`src/rtl/accel_pkg.sv`:
```
// Shared accelerator types.
// Vector payload type and memory op codes.
package accel_pkg;

    typedef logic [31:0] vector_data_t;

    localparam logic [3:0] OP_LOAD  = 4'b0001;
    localparam logic [3:0] OP_STORE = 4'b0010;
    localparam logic [3:0] OP_FETCH = 4'b0100;

endpackage

```
`src/rtl/vec_mem_responder_if.sv`:
```
// Unit <-> vector store handshake bundle.
// master = unit array side, slave = responder side.
interface vec_mem_responder_if #(
    parameter int NUM_UNITS = 4
);
    import accel_pkg::*;

    logic [NUM_UNITS-1:0]      mem_request;
    logic [NUM_UNITS-1:0][3:0] mem_op_type;
    logic [NUM_UNITS-1:0][3:0] vec_index;
    logic [NUM_UNITS-1:0][3:0] mat_row;
    logic [NUM_UNITS-1:0][3:0] mat_col;
    vector_data_t [NUM_UNITS-1:0] write_data;
    logic [NUM_UNITS-1:0]      mem_grant;
    logic [NUM_UNITS-1:0]      mem_done;
    vector_data_t [NUM_UNITS-1:0] read_data;
    logic                      busy;
    logic                      err_op;
    logic                      err_overrun;

    modport master (
        output mem_request, mem_op_type, vec_index,
        output mat_row, mat_col, write_data,
        input  mem_grant, mem_done, read_data,
        input  busy, err_op, err_overrun
    );

    modport slave (
        input  mem_request, mem_op_type, vec_index,
        input  mat_row, mat_col, write_data,
        output mem_grant, mem_done, read_data,
        output busy, err_op, err_overrun
    );

endinterface

```
`src/rtl/vec_mem_responder.sv`:
```
// Round-robin responder serving vector load/store/fetch
// from a local register-file vector store, one access at a time.
module vec_mem_responder
    import accel_pkg::*;
#(
    parameter int NUM_UNITS   = 4,
    parameter int NUM_VECS    = 16,
    parameter int MEM_LATENCY = 2
) (
    input  logic               clk,
    input  logic               rst,
    vec_mem_responder_if.slave bus
);

    localparam int UW = (NUM_UNITS > 1) ? $clog2(NUM_UNITS) : 1;
    localparam int CW = (MEM_LATENCY > 1) ? $clog2(MEM_LATENCY) : 1;

    typedef enum logic {
        IDLE,
        ACCESS
    } state_t;

    state_t                    state, state_d;
    logic [CW-1:0]             cnt, cnt_d;
    logic [UW-1:0]             last, cur, win, scan;
    logic                      win_vld;
    logic                      start, finish;
    logic [NUM_UNITS-1:0]      pending, grant_d, done_d;
    logic [NUM_UNITS-1:0][3:0] op_q, idx_q, row_q, col_q;
    vector_data_t [NUM_UNITS-1:0] wd_q;
    vector_data_t              mem [NUM_VECS];

    // Matrix coordinates are latched for future use only.
    logic unused_mat;
    assign unused_mat = ^{row_q, col_q};

    // Pick the first pending unit after the last winner, wrapping around.
    always_comb begin
        win     = last;
        win_vld = 1'b0;
        scan    = '0;
        for (int k = 1; k <= NUM_UNITS; k++) begin
            scan = UW'((int'(last) + k) % NUM_UNITS);
            if (!win_vld && pending[scan]) begin
                win     = scan;
                win_vld = 1'b1;
            end
        end
    end

    // Next state: grant from IDLE, count down latency, then complete.
    always_comb begin
        state_d = state;
        cnt_d   = cnt;
        grant_d = '0;
        done_d  = '0;
        start   = 1'b0;
        finish  = 1'b0;
        unique case (state)
            IDLE: begin
                if (win_vld) begin
                    grant_d[win] = 1'b1;
                    cnt_d        = CW'(MEM_LATENCY - 1);
                    state_d      = ACCESS;
                    start        = 1'b1;
                end
            end
            ACCESS: begin
                if (cnt != '0) begin
                    cnt_d = cnt - CW'(1);
                end else begin
                    done_d[cur] = 1'b1;
                    finish      = 1'b1;
                    state_d     = IDLE;
                end
            end
        endcase
    end

    // State and latency counter registers.
    always_ff @(posedge clk or posedge rst) begin
        if (rst) begin
            state <= IDLE;
            cnt   <= '0;
        end else begin
            state <= state_d;
            cnt   <= cnt_d;
        end
    end

    // Registered handshake pulses, busy flag and arbitration pointer.
    always_ff @(posedge clk or posedge rst) begin
        if (rst) begin
            bus.mem_grant <= '0;
            bus.mem_done  <= '0;
            bus.busy      <= 1'b0;
            last          <= UW'(NUM_UNITS - 1);
            cur           <= '0;
        end else begin
            bus.mem_grant <= grant_d;
            bus.mem_done  <= done_d;
            bus.busy      <= (state_d == ACCESS);
            if (start) begin
                last <= win;
                cur  <= win;
            end
        end
    end

    // Request capture; a request on the done edge re-arms the unit.
    always_ff @(posedge clk or posedge rst) begin
        if (rst) begin
            pending         <= '0;
            op_q            <= '0;
            idx_q           <= '0;
            row_q           <= '0;
            col_q           <= '0;
            wd_q            <= '0;
            bus.err_overrun <= 1'b0;
        end else begin
            for (int u = 0; u < NUM_UNITS; u++) begin
                if (bus.mem_request[u]) begin
                    if (!pending[u] || done_d[u]) begin
                        pending[u] <= 1'b1;
                        op_q[u]    <= bus.mem_op_type[u];
                        idx_q[u]   <= bus.vec_index[u];
                        row_q[u]   <= bus.mat_row[u];
                        col_q[u]   <= bus.mat_col[u];
                        wd_q[u]    <= bus.write_data[u];
                    end else begin
                        bus.err_overrun <= 1'b1;
                    end
                end else if (done_d[u]) begin
                    pending[u] <= 1'b0;
                end
            end
        end
    end

    // Stores write at grant; loads/fetches return data at done.
    always_ff @(posedge clk or posedge rst) begin
        if (rst) begin
            for (int i = 0; i < NUM_VECS; i++) begin
                mem[i] <= '0;
            end
            bus.read_data <= '0;
            bus.err_op    <= 1'b0;
        end else begin
            if (start && op_q[win] == OP_STORE) begin
                mem[idx_q[win]] <= wd_q[win];
            end
            if (finish) begin
                case (op_q[cur])
                    OP_LOAD, OP_FETCH: bus.read_data[cur] <= mem[idx_q[cur]];
                    OP_STORE:          ;
                    default:           bus.err_op <= 1'b1;
                endcase
            end
        end
    end

endmodule

```
`src/flat_wrapper.sv`:
```
// flat-port wrapper written by rule: the top's interface ports become plain ports
module vec_mem_responder_flat import accel_pkg::*;
#(
    parameter int NUM_UNITS   = 4,
    parameter int NUM_VECS    = 16,
    parameter int MEM_LATENCY = 2
)
  (clk, rst, bus_mem_request, bus_mem_op_type, bus_vec_index, bus_mat_row, bus_mat_col, bus_write_data, bus_mem_grant, bus_mem_done, bus_read_data, bus_busy, bus_err_op, bus_err_overrun);
  vec_mem_responder_if #(.NUM_UNITS(NUM_UNITS)) bus_i ();
  input  logic clk;
  input  logic rst;
  input wire logic [$bits(bus_i.mem_request)-1:0] bus_mem_request;
  input wire logic [$bits(bus_i.mem_op_type)-1:0] bus_mem_op_type;
  input wire logic [$bits(bus_i.vec_index)-1:0] bus_vec_index;
  input wire logic [$bits(bus_i.mat_row)-1:0] bus_mat_row;
  input wire logic [$bits(bus_i.mat_col)-1:0] bus_mat_col;
  input wire logic [$bits(bus_i.write_data)-1:0] bus_write_data;
  output wire logic [$bits(bus_i.mem_grant)-1:0] bus_mem_grant;
  output wire logic [$bits(bus_i.mem_done)-1:0] bus_mem_done;
  output wire logic [$bits(bus_i.read_data)-1:0] bus_read_data;
  output wire logic [$bits(bus_i.busy)-1:0] bus_busy;
  output wire logic [$bits(bus_i.err_op)-1:0] bus_err_op;
  output wire logic [$bits(bus_i.err_overrun)-1:0] bus_err_overrun;
  assign bus_i.mem_request = bus_mem_request;
  assign bus_i.mem_op_type = bus_mem_op_type;
  assign bus_i.vec_index = bus_vec_index;
  assign bus_i.mat_row = bus_mat_row;
  assign bus_i.mat_col = bus_mat_col;
  assign bus_i.write_data = bus_write_data;
  assign bus_mem_grant = bus_i.mem_grant;
  assign bus_mem_done = bus_i.mem_done;
  assign bus_read_data = bus_i.read_data;
  assign bus_busy = bus_i.busy;
  assign bus_err_op = bus_i.err_op;
  assign bus_err_overrun = bus_i.err_overrun;
  vec_mem_responder #(.NUM_UNITS(NUM_UNITS), .NUM_VECS(NUM_VECS), .MEM_LATENCY(MEM_LATENCY)) u_core (.clk(clk), .rst(rst), .bus(bus_i));
endmodule
```
`config.mk`:
```
export PLATFORM = sky130hd
export DESIGN_NAME = vec_mem_responder_flat
export DESIGN_NICKNAME = d
export VERILOG_FILES = /design/src/rtl/accel_pkg.sv /design/src/rtl/vec_mem_responder_if.sv /design/src/rtl/vec_mem_responder.sv /design/src/flat_wrapper.sv
export SDC_FILE = /design/constraint.sdc
export NUM_CORES = 2
export LEC_CHECK = 0
export CORE_UTILIZATION = 40
export CTS_BUF_LIST = sky130_fd_sc_hd__clkbuf_8
export DETAILED_ROUTE_END_ITERATION = 8
export PLACE_DENSITY = 0.63
export SYNTH_ARGS = -nofsm -noshare
export SYNTH_HDL_FRONTEND = slang
export SYNTH_SLANG_ARGS = --single-unit
```
`constraint.sdc`:
```
create_clock -name clk -period 26.7 [get_ports clk]
set_input_delay 5.34 -clock clk [delete_from_list [all_inputs] [get_ports clk]]
set_output_delay 5.34 -clock clk [all_outputs]
set_load 0.1 [all_outputs]
```
==> out/metrics.csv <==
stage,metric,value,unit
setup_path,arrival time at the worst endpoint,9.66,ns
sta,setup repair after global routing missed its margin,no,
placement,placed instance area,40200,sq um
cts,clk sink count,820,
sta,final-report setup violation count,0,
layout,post-route core utilization,0.485,
detailed_routing,Total Wirelength,93900,um
yosys,fraction of synthesized cell area taken by the top area cell type,0.571,
sta,post-route clock period utilization,0.333,
cts,clock slew at the register clock pins of the worst setup and hold paths,0.05,ns
setup_path,critical setup path kind,in2async,
setup_path,capturing element type of the critical path,asynchronous set/reset pin,
yosys,Avg Synthesized Cell Area,15.2,sq um
sta,maximum clock frequency,113,MHz
cts,postcts setup bufs,0,
cts,CTS tree,built,
yosys,most frequently used cell type in the post-synthesis netlist,dfrtp_1,
yosys,Yosys warning total,0,
cts,cell at the root of the clock tree,clkbuf_8,
run_status,status,"finished, violations left",
yosys,post-synthesis instance total,2355,
yosys,Post-Synthesis Cell Area,35900,sq um
detailed_routing,ratio of routed vias to standard cells,5.45,
floorplanning,I/O pin count,337,
setup_path,critical register-to-register path startpoint,u_core.last[1]$_DFFE_PP1P_,
cts,H-tree depth,4,
worst_hold_path,Worst Hold Launch,u_core.mem[71]$_DFFE_PP0P_,
pwr,power per standard cell area,89.0,nW/um^2
floorplanning,initial core utilization,0.405,
yosys,Synth cell types,49,
floorplanning,Die H,301,um
cts,number of resized instances in the post-cts repair step,0,
yosys,fraction of registers with async set/reset,1.00,
global_routing,GR met3 Demand/Resource,0.0496,
detailed_routing,drt drc,36,
floorplanning,Core ar.,88600,sq um
placement,Post-Place Cells,3695,
global_routing,largest net degree at the start of global routing,206,
layout,post-synthesis to final-layout area growth,20.0,%
worst_hold_path,Hold EP,u_core.mem[71]$_DFFE_PP0P_,
placement,HPWL after detailed placement,55600,um
pwr,leak pwr,20.5,nW
layout,Layout Cell Area excl Fill,43000,sq um
yosys,synth top area cells,"dfrtp_1 57%, mux2_2 18%, mux4_2 8.6%",
detailed_routing,number of routed nets with antenna violations,0,
detailed_routing,initial detailed-routing violation count,1475,
global_routing,via count of the first global-routing pass,23600,
cts,maximum buffer depth of the clock tree,3,
yosys,most used flip-flop cell after synthesis,dfrtp_1,
sta,max-slew violations,0,
sta,setup TNS,0,ns
detailed_routing,1st-pass router iterations,7,
yosys,nets in the synthesized netlist,2553,
global_routing,grt ovf,0,
sta,clock tree skew after final layout,0.0382,ns
floorplanning,DIE WIDTH,301,um
global_routing,met2 demand-to-capacity share in global routing,0.323,
sta,endpoints failing hold,0,
run,max-cap check violation count,0,
run_status,failing checks,DRC,
yosys,most numerous cell types in the synthesized netlist,"818 x dfrtp_1, 580 x mux2_2, 191 x mux2_1",
global_routing,met1 GRT Util,0.292,
global_routing,antenna violations before repair,9,
placement,port buffer count,304,
sta,Final min period,8.89,ns
sta,slew at the pin closest to its max-slew limit,1.37,ns
setup_path,depth of the most critical reg-to-reg path,8,
setup_path,slack of the worst reg-to-reg path,21.98,ns
sta,headroom to the max-slew limit,0.0843,
worst_hold_path,worst hold path type,reg2reg,
yosys,post-synthesis register bit count,820,
pwr,Max VDD drop,0.0000701,V
placement,placer's final routability congestion estimate,0.804,
setup_path,CP required,27.47,ns
layout,post-route insts no fill,3953,
cts,TritonCTS buffer count,146,
floorplanning,standard-cell row count,109,
detailed_routing,routed len/inst,23.8,um
cts,number of buffers inserted by hold repair at cts,0,
cts,worst-skew pair later-pin latency,0.78,ns
global_routing,global-route wire length before repair,143000,um
setup_path,terminus of the critical flop-to-flop path,u_core.mem[222]$_DFFE_PP0P_,
layout,share of layout cells above drive strength 1,0.375,
layout,NumNets Final,2876,
floorplanning,Die Footprint,90900,sq um
detailed_routing,total via count in the routed design,21500,
yosys,sequential area share after synthesis,0.572,
yosys,cell type with the highest aggregate area in the netlist,dfrtp_1,
global_routing,All-Layer GR Usage,0.210,
global_routing,most used routing layer in global routing,met2,
setup_path,Worst Setup Start Kind,input port,
yosys,number of synthesized flops with an enable pin,0,
worst_hold_path,number of stages on the worst hold path,1,
setup_path,Crit Path Max Fanout,164,
## cells in the final DEF (no fill, tap or decap), types with 6 or more instances in the layout
master             n
dfrtp_1          818
clkdlybuf4s50_1  304
o21ai_0            6
mux4_2           135
nor4_4             8
buf_4             57
mux2_1           191
nor2_1             9
clkbuf_8         181
a22oi_1           64
nand2b_1          11
nand2_2            7
a31oi_1           33
mux2_2           580
inv_1             54
nand2_1          172
mux2_4            30
clkinv_2           8
diode_2            6
and3_1            32
## final cells by class
type / instances / area (sq um)
diodes: 6 / 15.0
clock buffers: 181 / 2490
clock inverters: 71 / 358
fillers: 7537 / 45600
inverters: 4 / 18.8
multi-input cells: 1343 / 14700
flip-flops and latches: 820 / 20500
well taps: 1165 / 1460
repair buffers: 363 / 3510
## registers in the layout, indices dropped and copies added (netlist names)
name	cells
u_core.mem	512
u_core.bus.read_data	128
u_core.wd_q	128
u_core.idx_q	16
u_core.op_q	16
u_core.bus.mem_done	4
u_core.bus.mem_grant	4
u_core.pending	4
u_core.cur	2
u_core.last	2
u_core.bus.err_op	1
u_core.bus.err_overrun	1
u_core.cnt	1
u_core.state	1
## layer usage
metal | vias up | share of wire
met5 | - | 0.00030
met4 | 4 | 0.023
met3 | 166 | 0.058
met2 | 622 | 0.46
met1 | 11500 | 0.46
li1 | 9291 | -
## per-stage QoR
stage | hold slack [ns] | setup slack, ns | power [W]
after global placement | 0.462 | 16.98 | 0.00267
final | 0.483 | 17.81 | 0.00383
after CTS | 0.484 | 17.63 | 0.00387
after floorplan | 0.452 | 10.10 | 0.00233
after global routing | 0.497 | 17.07 | 0.00403
after detailed placement | 0.471 | 16.77 | 0.00272
## worst max-delay path, cell delays in order
cell and delay, ns:
clkdlybuf4s50_1 0.44, clkinvlp_4 0.52, buf_4 0.79, buf_4 0.85, buf_12 0.68, buf_4 0.86
## report_power, final
part	total, W	switching [W]	internal, W
Sequential	0.00157	0.000115	0.00145
Combinational	0.00113	0.000687	0.000444
Clock	0.00113	0.000513	0.000618
## worst max path at each step
stage | from | to | slack [ns] | cells after the start
3_5_place_dp | rst | u_core.bus.err_op$_DFFE_PP0P_ | 16.77 | 6
6_report | rst | u_core.wd_q[44]$_DFFE_PP0P_ | 17.81 | 6
2_1_floorplan | rst | u_core.bus.err_op$_DFFE_PP0P_ | 10.10 | 1
4_1_cts | rst | u_core.wd_q[44]$_DFFE_PP0P_ | 17.63 | 6
3_3_place_gp | rst | u_core.bus.err_op$_DFFE_PP0P_ | 16.98 | 6
5_1_grt | rst | u_core.op_q[9]$_DFFE_PP0P_ | 17.07 | 6
## kinds of logic (layout without fill, tap and decap cells)
| kind of cell | count (synthesis) | after routing | synth area share |
|---|---|---|---|
| DFF | 820 | 820 | 0.572 |
| muxes | 942 | 942 | 0.342 |
| xor gates and xnor gates | 2 | 2 | 0.000489 |
| other | 0 | 6 | 0 |
| AOI/OAI and AO/OA | 121 | 121 | 0.0233 |
| and+or+nand+nor | 278 | 278 | 0.0384 |
| buffers and inverters | 192 | 619 | 0.0237 |
(Power assumes the default switching activity.)
